### src/rtl/par_serial_lane_pkg.sv
// Shared definitions for the lane serializer: symbol codes, FSM encoding
// and the load-cycle symbol select.
package par_serial_lane_pkg;

   localparam int SYM_W = 8;

   typedef logic [SYM_W-1:0] sym_t;

   localparam sym_t COM_SYM_DEF  = 8'hBC;
   localparam sym_t IDLE_SYM_DEF = 8'h7C;

   localparam logic [0:0] ST_SYNC   = 1'b0;
   localparam logic [0:0] ST_ACTIVE = 1'b1;

   // Training always wins; once active, a real byte beats the filler.
   function automatic sym_t sel_sym(input logic active, input logic valid,
                                    input sym_t data, input sym_t com_sym,
                                    input sym_t idle_sym);
      sym_t s;
      if (!active)
         s = com_sym;
      else if (valid)
         s = data;
      else
         s = idle_sym;
      return s;
   endfunction

endpackage

### src/rtl/par_serial_lane_shift8.sv
// 8-bit load/shift register with free-running bit counter; one symbol
// every 8 clocks, MSB first, registered serial output.
module sym_shift8
   import par_serial_lane_pkg::*;
(
   input  logic       clk_8f,
   input  logic       reset,
   input  sym_t       sym,
   output logic       serial_out,
   output logic       sym_start,
   output logic       load,
   output logic [2:0] bit_cnt
);

   sym_t shift;

   assign load = (bit_cnt == 3'd0);

   always_ff @(posedge clk_8f) begin
      if (reset) begin
         bit_cnt    <= 3'd0;
         shift      <= '0;
         serial_out <= 1'b0;
         sym_start  <= 1'b0;
      end else begin
         bit_cnt <= bit_cnt + 3'd1;
         if (load) begin
            shift      <= sym;
            serial_out <= sym[7];
            sym_start  <= 1'b1;
         end else begin
            // bit 7 already went out on the load edge
            serial_out <= shift[3'd7 - bit_cnt];
            sym_start  <= 1'b0;
         end
      end
   end

endmodule

### src/rtl/par_serial_lane.sv
// Per-lane parallel-to-serial transmitter: COM training run after reset,
// then data bytes or IDLE filler, one bit per clk_8f.
//
// state     | meaning
// ST_SYNC   | sending NUM_COM COM symbols, upstream bytes ignored
// ST_ACTIVE | sending data_in when valid at load, IDLE otherwise
module par_serial_lane
   import par_serial_lane_pkg::*;
#(
   parameter logic [7:0] COM_SYM  = COM_SYM_DEF,
   parameter logic [7:0] IDLE_SYM = IDLE_SYM_DEF,
   parameter int         NUM_COM  = 4
) (
   input  logic       clk_8f,
   input  logic       reset,
   input  logic [7:0] data_in,
   input  logic       valid_in,
   output logic       data_ready,
   output logic       serial_out,
   output logic       sym_start,
   output logic       sync_done
);

   localparam logic [3:0] NUM_COM_C = 4'(NUM_COM);

   logic [0:0] state;
   logic [3:0] com_cnt;
   logic       load;
   logic [2:0] bit_cnt;
   sym_t       sym;

   assign sym        = sel_sym(state == ST_ACTIVE, valid_in, data_in, COM_SYM, IDLE_SYM);
   assign data_ready = (state == ST_ACTIVE) && load && !reset;

   sym_shift8 u_shift (
      .clk_8f     (clk_8f),
      .reset      (reset),
      .sym        (sym),
      .serial_out (serial_out),
      .sym_start  (sym_start),
      .load       (load),
      .bit_cnt    (bit_cnt)
   );

   always_ff @(posedge clk_8f) begin
      if (reset) begin
         state     <= ST_SYNC;
         com_cnt   <= 4'd0;
         sync_done <= 1'b0;
      end else if (state == ST_SYNC) begin
         if (load)
            com_cnt <= com_cnt + 4'd1;
         // leave SYNC only once the last COM has fully shifted out
         if ((bit_cnt == 3'd7) && (com_cnt == NUM_COM_C)) begin
            state     <= ST_ACTIVE;
            sync_done <= 1'b1;
         end
      end
   end

endmodule

### config.mk
export PLATFORM = sky130hd
export DESIGN_NAME = par_serial_lane
export DESIGN_NICKNAME = d
export VERILOG_FILES = /design/src/rtl/par_serial_lane_pkg.sv /design/src/rtl/par_serial_lane_shift8.sv /design/src/rtl/par_serial_lane.sv
export SDC_FILE = /design/constraint.sdc
export NUM_CORES = 1
export LEC_CHECK = 0
export BUFFER_PORTS_ARGS = -buffer_cell sky130_fd_sc_hd__buf_2
export CELL_PAD_IN_SITES_DETAIL_PLACEMENT = 0
export CELL_PAD_IN_SITES_GLOBAL_PLACEMENT = 2
export CORE_AREA = 5 5 60 62
export DETAILED_ROUTE_END_ITERATION = 8
export DIE_AREA = 0 0 65 67
export PLACE_DENSITY_LB_ADDON = 0.1
export SLEW_MARGIN = 20
export SYNTH_ARGS = -nofsm -noshare
export SYNTH_HDL_FRONTEND = slang
export SYNTH_SLANG_ARGS = --single-unit
### constraint.sdc
create_clock -name clk_8f -period 1.6 [get_ports clk_8f]
set_input_delay 0.16 -clock clk_8f [delete_from_list [all_inputs] [get_ports clk_8f]]
set_output_delay 0.16 -clock clk_8f [all_outputs]
set_load 0.005 [all_outputs]
==> results of run 1 <==
## repair_timing
action | CTS | global route
pin swaps | 0 | 1
buffers inserted | 0 | 4
setup endpoints to repair | 1 | 1
resized for setup | 4 | 5
## area by class of cell
cell class	instances	area (sq um)	share of cell area [%]
sequential	19	387	38.3
multi-input combinational	60	418	41.4
clock buffer	4	26.3	2.60
inverter	5	18.8	1.86
timing repair buffer	20	119	11.8
tap	33	41.3	4.09
## cells in the mapped netlist (all sizes together) (2+ instances only)
master	number	area share, %
nor2b	2	1.5
inv	5	2.2
nand3	2	1.2
a21oi	7	4.2
or4	3	2.7
o22ai	4	3.0
nand2	6	2.7
ha	5	7.5
nand4	2	1.5
xnor2	2	2.1
buf	4	3.7
nor2	11	4.9
clkbuf	2	0.90
o21ai	2	1.2
mux2i	2	2.4
nand2b	2	1.5
dfxtp	19	45
## metal layers
layer / track usage [%] / vias to the layer above / routed length [um]
met5: 0 / - / 0
met4: 4.75 / 0 / 23
met3: 2.87 / 2 / 66
met2: 13.3 / 12 / 747
met1: 13.7 / 292 / 1020
li1: - / 350 / -
## per-stage QoR
step / hold WS [ns] / worst slack (ns) / utilization [%]
after global routing: 0.0805 / 0.00459 / 33.9
after global placement: 0.397 / 0.177 / 31.1
after CTS: 0.0823 / 0.0158 / 32.4
after floorplan: 0.303 / 0.0472 / -
after detailed placement: 0.400 / 0.137 / 31.1
final: 0.0924 / 0.125 / 33.9
## critical path, delay by kind of cell (launching register included)
kind | cells | cell delay (ns)
and+or+nand+nor | 1 | 0.47
DFF | 1 | 0.38
AOI/OAI and AO/OA | 1 | 0.22
buffers and inverters | 2 | 0.18
adders and majority gates | 1 | 0.16
## cell families (layout without fill, tap and decap cells)
| logic type | Yosys count | in the layout | synth area share [%] |
|---|---|---|---|
| AND/OR/NAND/NOR | 35 | 35 | 22.8 |
| XOR/XNOR | 2 | 2 | 2.09 |
| flip-flops | 19 | 19 | 45.4 |
| buffers and inverters | 11 | 29 | 6.87 |
| adder cells (fa/ha/maj) | 5 | 5 | 7.46 |
| AO/OA/AOI/OAI | 15 | 15 | 10.3 |
| multiplexers | 3 | 3 | 5.07 |
## power by group through the flow
stage	clock network [mW]	registers, mW	logic (mW)
final	0.241	0.536	0.185
after global routing	0.289	0.542	0.207
after CTS	0.260	0.537	0.165
after detailed placement	0	0.546	0.157
after global placement	0	0.547	0.157
after floorplan	0	0.541	0.114
## flip-flops by register name, indices dropped and copies added (netlist names)
| register | count |
|---|---|
| u_shift.shift | 8 |
| state | 1 |
| u_shift.sym_start | 1 |
| com_cnt | 4 |
| u_shift.bit_cnt | 3 |
| sync_done | 1 |
| u_shift.serial_out | 1 |
## worst max path at each step
stage | to | start
3_5_place_dp | u_shift.serial_out | u_shift.bit_cnt[1]
5_1_grt | data_ready | u_shift.bit_cnt[1]
4_1_cts | data_ready | u_shift.bit_cnt[0]
2_1_floorplan | com_cnt[3] | u_shift.bit_cnt[0]
3_3_place_gp | u_shift.serial_out | u_shift.bit_cnt[1]
6_report | u_shift.serial_out | u_shift.bit_cnt[1]
## cells in the final DEF (no fill, tap or decap), drive strengths merged, types with 3 or more instances in the layout
cell / Yosys / routed
dfxtp: 19 / 19
nor2: 11 / 11
inv: 5 / 5
o22ai: 4 / 4
clkbuf: 2 / 4
a21oi: 7 / 7
nand2: 6 / 6
ha: 5 / 5
or4: 3 / 3
buf: 4 / 20
==> results.md, run 1 <==
* Source of the worst hold timing path: data_in[3]
* Worst Path Required at 1.82 ns
* Combinational share of power at 19.2%
* FF+latch count, synth at 19
* Clock Latency Late Sink at 0.29 ns
* # IOs at 15
* Post-synthesis instance total at 90
* Die height at 67 um
* Via count at 656
* CP endpoint kind: flip-flop
* First-pass GRT wire length at 3170 um
* Congestion Overflow GR at 0
* DRT iter0 DRCs at 18
* Status: finished, final reports clean
* Worst-Margin Slew at 0.424 ns
* Hold Path Stages at 3
* Clock sinks at 19
* Final GP Congestion at 0.724
* Initial antenna violation count at 0
* Main flop type after synthesis: dfxtp_1
* IO buf count at 14
* Achievable Freq at 0.678 GHz
* Fin crit share at 92.2%
* Reg power frac at 55.7%
* Clock share of power at 25.1%
* Drc violations at 0
* Post-layout total power at 0.962 mW
* Yosys cell types at 29
* Type of origin of the critical path: flip-flop
* Sw Pwr at 0.259 mW
* WHS Endpoint: u_shift.shift[3]
* Worst slew margin at 71.6%
* Area growth syn-to-layout at 20.4%
* Share of cells above drive strength 1 at 28.7%
* Wirelength per Cell at 13.1 um
* Inserted Diodes at 0
* Die Width at 65 um
* # fillers at 328
* Area after DPL at 926 sq um
* Worst-path cell chain: inv_2 > ha_4 > buf_4 > or4_1 > a41oi_1
* RSZ-0062 raised after global routing: false
* CTS tree: built
* CORE AREA at 2980 sq um
* Site Rows at 20
* Htree depth at 1
* Peak per-stage delay on the critical path at 0.47 ns
* Mapped Avg Cell Area at 9.31 sq um
* Antenna viol nets, final at 0
* Initial DRT Pass Iterations at 3
* Clock Skew at 0.00360 ns
* Starting Density at 28.2%
* Routed WL at 1850 um
* Worst setup path class: flip-flop to flip-flop
* Peak supply drop at 310 uV
* Max stage delay cell, worst path: or4_1
* Max Root-Sink Buffers at 2
* Switching share of power at 26.9%
* Depth of the most critical reg-to-reg path at 5
* Hold crit path type: input port to flip-flop
* Pwr Density at 953 nW/um^2
* TNS Setup at 0 ns
* Vias/cell at 4.65
* Hold Buf Count CTS at 0
* Internal power at 0.703 mW
* Post-synthesis sequential area ratio at 45.4%
* DP HPWL at 1340 um
* Cts bufs inserted at 3
* Number of synthesized flops with an enable pin at 0
* Root Buffer: clkbuf_4
* Crit path DAT at 1.69 ns
* Clk slew on worst S/H paths at 0.11 ns
* Reg-to-reg critical path startpoint: u_shift.bit_cnt[1]
* Total GRT Usage at 9.76%
* Min cycle time layout at 1.47 ns
* Placed Cells at 133
* Final #Nets at 125
* Max Slew Vio Count at 0
* YS warnings at 0
* Final Cell Area at 1010 sq um
* Max-Cap Viols at 0
* Final setup viols at 0
* Die area at 4360 sq um
* Largest net degree at the start of global routing at 21
* Mapped Area at 838 sq um
* Final hold viol count at 0
* Worst R2R End: u_shift.serial_out
* R2r setup slk at 0.13 ns
* Post-synth net total at 106
* Vias in the first global route at 674
* Lkg Pwr at 0.409 nW
* Finished Layout Cells at 141
* Post-synth ARST share at 0%
* Max FO, Critical Path at 4
(Power assumes the default switching activity.)
==> inputs of run 2 (changes only) <==
==> constraint.sdc (replaced) <==
create_clock -name clk_8f -period 1.6 [get_ports clk_8f]
set_input_delay 0.24 -clock clk_8f [delete_from_list [all_inputs] [get_ports clk_8f]]
set_output_delay 0.24 -clock clk_8f [all_outputs]
set_load 0.005 [all_outputs]
==> results.md, run 2 (same netlist as run 1, synthesis figures left out) <==
* # IOs at 15
* Pwr Density at 962 nW/um^2
* Final GP Congestion at 0.731
* Fin crit share at 92.8%
* Largest net degree at the start of global routing at 21
* Crit path DAT at 1.25 ns
* Switching share of power at 26.6%
* Status: finished, final reports clean
* Lkg Pwr at 0.394 nW
* Antenna viol nets, final at 0
* Worst setup path class: flip-flop to primary output
* Congestion Overflow GR at 0
* First-pass GRT wire length at 2990 um
* Site Rows at 20
* IO buf count at 14
* Starting Density at 28.2%
* DRT iter0 DRCs at 12
* Cts bufs inserted at 3
* Initial antenna violation count at 0
* Worst R2R End: u_shift.serial_out
* Worst-path cell chain: inv_2 > ha_4 > nand2b_4 > nor3_1 > buf_2
* Reg-to-reg critical path startpoint: u_shift.bit_cnt[1]
* Reg power frac at 56.8%
* Peak supply drop at 263 uV
* Drc violations at 0
* Internal power at 0.692 mW
* Area after DPL at 933 sq um
* Routed WL at 1750 um
* Die Width at 65 um
* Max Slew Vio Count at 0
* Final setup viols at 0
* R2r setup slk at 0.17 ns
* Die area at 4360 sq um
* Type of origin of the critical path: flip-flop
* Clk slew on worst S/H paths at 0.10 ns
* Sw Pwr at 0.251 mW
* Most frequent cells in the layout: dfxtp_1, buf_2, nor2_1
* Commonest non-fill, non-tap cell in the layout: dfxtp_1
* Clock Skew at 0.00633 ns
* Max FO, Critical Path at 7
* Crit path buf inv count at 2
* Root Buffer: clkbuf_4
* Wirelength per Cell at 12.7 um
* Final #Nets at 122
* Htree depth at 1
* DP HPWL at 1310 um
* Largest regs: u_shift.shift x8, com_cnt x4, u_shift.bit_cnt x3
* Worst Path Required at 1.36 ns
* Via count at 643
* Critical path's top delay family: flip-flops
* Hold crit path type: input port to flip-flop
* Worst slew margin at 75.9%
* Max stage delay cell, worst path: dfxtp_1
* Inserted Diodes at 0
* # fillers at 313
* Min cycle time layout at 1.49 ns
* Clock share of power at 25.4%
* Max Root-Sink Buffers at 2
* FF+latch area at 382 sq um
* Hold Path Stages at 3
* Total GRT Usage at 9.17%
* Share of cells above drive strength 1 at 24.8%
* Top reg by flops: u_shift.shift
* CTS tree: built
* WHS Endpoint: u_shift.shift[4]
* TNS Setup at 0 ns
* Vias/cell at 4.66
* Setup WS post-layout at 0.115 ns
* CP endpoint kind: primary output
* Initial DRT Pass Iterations at 4
* Depth of the most critical reg-to-reg path at 4
* Source of the worst hold timing path: data_in[4]
* Die height at 67 um
* Achievable Freq at 0.673 GHz
* Clock sinks at 19
* Final Cell Area at 981 sq um
* Combinational share of power at 17.8%
* Vias in the first global route at 638
* CORE AREA at 2980 sq um
* Multi-input logic area at 420 sq um
* Worst-Margin Slew at 0.362 ns
* Final hold viol count at 0
* Clock Latency Late Sink at 0.29 ns
* Max-Cap Viols at 0
* Peak per-stage delay on the critical path at 0.37 ns
* Max reg flops at 8
* Pre-CTS setup slack at 0.0723 ns
* RSZ-0062 raised after global routing: false
* Area growth syn-to-layout at 17.0%
run 2: layout make-up:
cell class	instances	share of cell area (%)
flip-flops and latches	19	38.9
well taps	33	4.21
clock buffers	4	2.68
inverters	5	1.91
multi-input cells	60	42.9
repair buffers	17	9.44
run 2: power by group through the flow:
| stage | clock network (mW) | registers, mW | logic (mW) |
|---|---|---|---|
| after global routing | 0.278 | 0.542 | 0.193 |
| after global placement | 0 | 0.546 | 0.159 |
| final | 0.240 | 0.536 | 0.168 |
| after detailed placement | 0 | 0.546 | 0.158 |
| after CTS | 0.254 | 0.536 | 0.165 |
| after floorplan | 0 | 0.541 | 0.114 |
run 2: routing by layer:
layer,track usage (%),up-vias,wire length [um],part of all wire [%]
li1,-,342,-,-
met1,12.6,289,903,52
met2,12.8,10,759,43
met3,2.70,2,67,3.8
met4,4.75,0,19,1.1
met5,0,-,0,0
run 2: what timing repair did:
| action | 4_1_cts | 5_1_grt |
|---|---|---|
| hold buffers | 0 | 0 |
| resized for setup | 2 | 3 |
| gates cloned | 0 | 0 |
| buffers inserted | 0 | 0 |
| setup endpoints to repair | 1 | 1 |
run 2: worst reg2reg max path, delay by kind of cell, from the launching register on:
kind	cells	cell delay, ns
and+or+nand+nor	1	0.47
buffers and inverters	1	0.07
DFF	1	0.42
AOI/OAI and AO/OA	1	0.20
adders and majority gates	1	0.19
run 2: worst max path at each step:
stage	from	to	slack, ns	depth (start not counted)
after global routing	u_shift.bit_cnt[1]	data_ready	0.001	5
after CTS	state	data_ready	0.0002	3
after global placement	u_shift.bit_cnt[1]	com_cnt[3]	0.16	5
final	u_shift.bit_cnt[1]	data_ready	0.11	5
after detailed placement	u_shift.bit_cnt[1]	com_cnt[3]	0.07	5
after floorplan	u_shift.bit_cnt[0]	com_cnt[3]	0.05	7
run 2: per-stage QoR:
step	utilization (%)	hold WS, ns	power, mW	std cells
3_3_place_gp	31.3	0.451	0.705	134
2_1_floorplan	-	0.383	0.655	90
6_report	32.9	0.180	0.944	138
5_1_grt	32.9	0.189	1.01	138
4_1_cts	32.6	0.171	0.955	138
3_5_place_dp	31.3	0.449	0.704	134
==> inputs of run 3 (changes only) <==
--- a/config.mk
+++ b/config.mk
@@ -5,12 +5,13 @@
 export SDC_FILE = /design/constraint.sdc
 export NUM_CORES = 1
 export LEC_CHECK = 0
+export ABC_AREA = 1
 export BUFFER_PORTS_ARGS = -buffer_cell sky130_fd_sc_hd__buf_2
 export CELL_PAD_IN_SITES_DETAIL_PLACEMENT = 0
 export CELL_PAD_IN_SITES_GLOBAL_PLACEMENT = 2
-export CORE_AREA = 5 5 60 62
+export CORE_AREA = 5 5 62 64
 export DETAILED_ROUTE_END_ITERATION = 8
-export DIE_AREA = 0 0 65 67
+export DIE_AREA = 0 0 67 69
 export PLACE_DENSITY_LB_ADDON = 0.1
 export SLEW_MARGIN = 20
 export SYNTH_ARGS = -nofsm -noshare
==> results.md, run 3 <==
* Status: finished, final reports clean
* Synth top cells by count: dfxtp_1, inv_1, nand2_1
* Vias in the first global route at 712
* Clock Latency Late Sink at 0.29 ns
* Worst-Margin Slew at 0.327 ns
* Achievable Freq at 0.689 GHz
* Post-synth net total at 120
* Post-synth ARST share at 0%
* DRT iter0 DRCs at 20
* Htree depth at 1
* Largest regs: u_shift.shift x8, com_cnt x4, u_shift.bit_cnt x3
* Final setup viols at 0
* Worst Path Required at 1.36 ns
* Type of origin of the critical path: flip-flop
* YS warnings at 0
* Most instantiated library cell after synthesis: dfxtp_1
* DP HPWL at 1460 um
* Most frequent cells in the layout: dfxtp_1, nand2_1, buf_2
* Routed WL at 1850 um
* Reg-to-reg critical path startpoint: u_shift.bit_cnt[1]
* Final GP Congestion at 0.755
* Clock sinks at 19
* Share of cells above drive strength 1 at 25.4%
* Hold crit path type: input port to flip-flop
* Area contributors post-synth: dfxtp_1, ha_1, inv_1
* Final Cell Area at 1020 sq um
* Synth top area share at 45.2%
* Worst slew margin at 78.1%
* Max Slew Vio Count at 0
* Clk slew on worst S/H paths at 0.11 ns
* Final #Nets at 139
* Max-Cap Viols at 0
* Site Rows at 21
* Post-synthesis instance total at 104
* FF+latch count, synth at 19
* Main flop type after synthesis: dfxtp_1
* Fin crit share at 90.7%
* Lkg Pwr at 0.453 nW
* IO buf count at 14
* Post-synthesis sequential area ratio at 45.2%
* Die Width at 67 um
* Number of synthesized flops with an enable pin at 0
* RSZ-0062 raised after global routing: false
* CTS tree: built
* Worst R2R End: com_cnt[2]
* Starting Density at 26.0%
* Clock Skew at 0.00344 ns
* Worst setup path class: flip-flop to primary output
* Yosys cell types at 22
* Max reg flops at 8
* Antenna viol nets, final at 0
* Area after DPL at 972 sq um
* Post-synth top area cell: dfxtp_1
* Via count at 721
* Largest net degree at the start of global routing at 13
* Max FO, Critical Path at 7
* Die height at 69 um
* First-pass GRT wire length at 3200 um
* Crit path DAT at 1.21 ns
* Min cycle time layout at 1.45 ns
* Initial antenna violation count at 0
* Top reg by flops: u_shift.shift
* Total GRT Usage at 8.98%
* CP endpoint kind: primary output
* Mapped Avg Cell Area at 8.08 sq um
* R2r setup slk at 0.31 ns
* CORE AREA at 3230 sq um
* Final hold viol count at 0
* CP endpoint: data_ready
* Crit path from: u_shift.bit_cnt[1]
* Root Buffer: clkbuf_4
* # IOs at 15
* Area growth syn-to-layout at 21.6%
* Pwr Density at 926 nW/um^2
* Vias/cell at 4.29
* Congestion Overflow GR at 0
* Mapped Area at 841 sq um
* TNS Setup at 0 ns
* Hold Buf Count CTS at 0
* Cts bufs inserted at 3
* Depth of the most critical reg-to-reg path at 7
* Die area at 4620 sq um
* Initial DRT Pass Iterations at 4
* Peak supply drop at 294 uV
* Drc violations at 0
* Max Root-Sink Buffers at 2
* Wirelength per Cell at 11.0 um
* Inserted Diodes at 0
* Commonest non-fill, non-tap cell in the layout: dfxtp_1
## run 3: cell types whose count changed after synthesis, moves of 3 or more
cell	delta
inv_1	+10
nand2_1	+8
nand3_1	+7
o21ai_0	+4
o22ai_1	-4
or4_1	-3
## run 3: cell type report
cell class,count,area (sq um)
Fill cell,376,2210
Clock buffer,4,26.3
Multi-Input combinational cell,67,415
Sequential cell,19,382
Inverter,17,63.8
Tap cell,46,57.6
Timing Repair Buffer,15,77.6
## run 3: cell families (layout without fill, tap and decap cells)
kind of cell	Yosys count	count (layout)	synth area share (%)
AND/OR/NAND/NOR	40	40	24.4
AO/OA/AOI/OAI	22	22	14.9
adder cells (fa/ha/maj)	5	5	7.44
buffers and inverters	18	36	8.04
flip-flops	19	19	45.2
## run 3: worst min path at each step
stage                    start               end  slack (ns)  cells past startpoint
CTS                 data_in[3]  u_shift.shift[3]        0.15                      3
global placement     sync_done         sync_done        0.44                      1
global route        data_in[2]  u_shift.shift[2]        0.17                      3
finish              data_in[3]  u_shift.shift[3]        0.17                      3
floorplan                reset        com_cnt[2]        0.32                      1
detailed placement   sync_done         sync_done        0.45                      1
## run 3: critical path: stages (launching register included)
cell	delay [ns]
dfxtp_2	0.35
inv_2	0.08
ha_4	0.16
nand2_4	0.09
nor3_2	0.10
buf_2	0.13
## run 3: repair_timing
item                                   in CTS  in global routing
endpoints found under the hold margin       0                  0
resized for setup                           4                  3
pin swaps                                   1                  0
setup buffers                               0                  0
setup endpoints to repair                   1                  1
## run 3: metal layers
layer	wire (um)	part of all wire (%)	GRT usage, %	vias to the layer above
met2	874	47	13.8	9
li1	-	-	-	377
met3	45	2.4	1.95	4
met1	889	48	11.5	331
met4	38	2.1	4.73	0
met5	0	0	0	-
## run 3: per-stage QoR
step	utilization, %	power, mW	instances	hold slack, ns	setup WS (ns)
global route	31.6	1.02	168	0.170	0.0252
finish	31.6	0.946	168	0.170	0.148
CTS	31.3	0.962	168	0.153	0.0142
floorplan	-	0.649	104	0.319	0.293
global placement	30.1	0.707	164	0.444	0.226
detailed placement	30.1	0.704	164	0.453	0.195
## run 3: report_power, final
part | internal, mW | switching (mW) | total (mW)
Clock | 0.0970 | 0.147 | 0.244
Combinational | 0.0670 | 0.101 | 0.168
Sequential | 0.510 | 0.0234 | 0.534
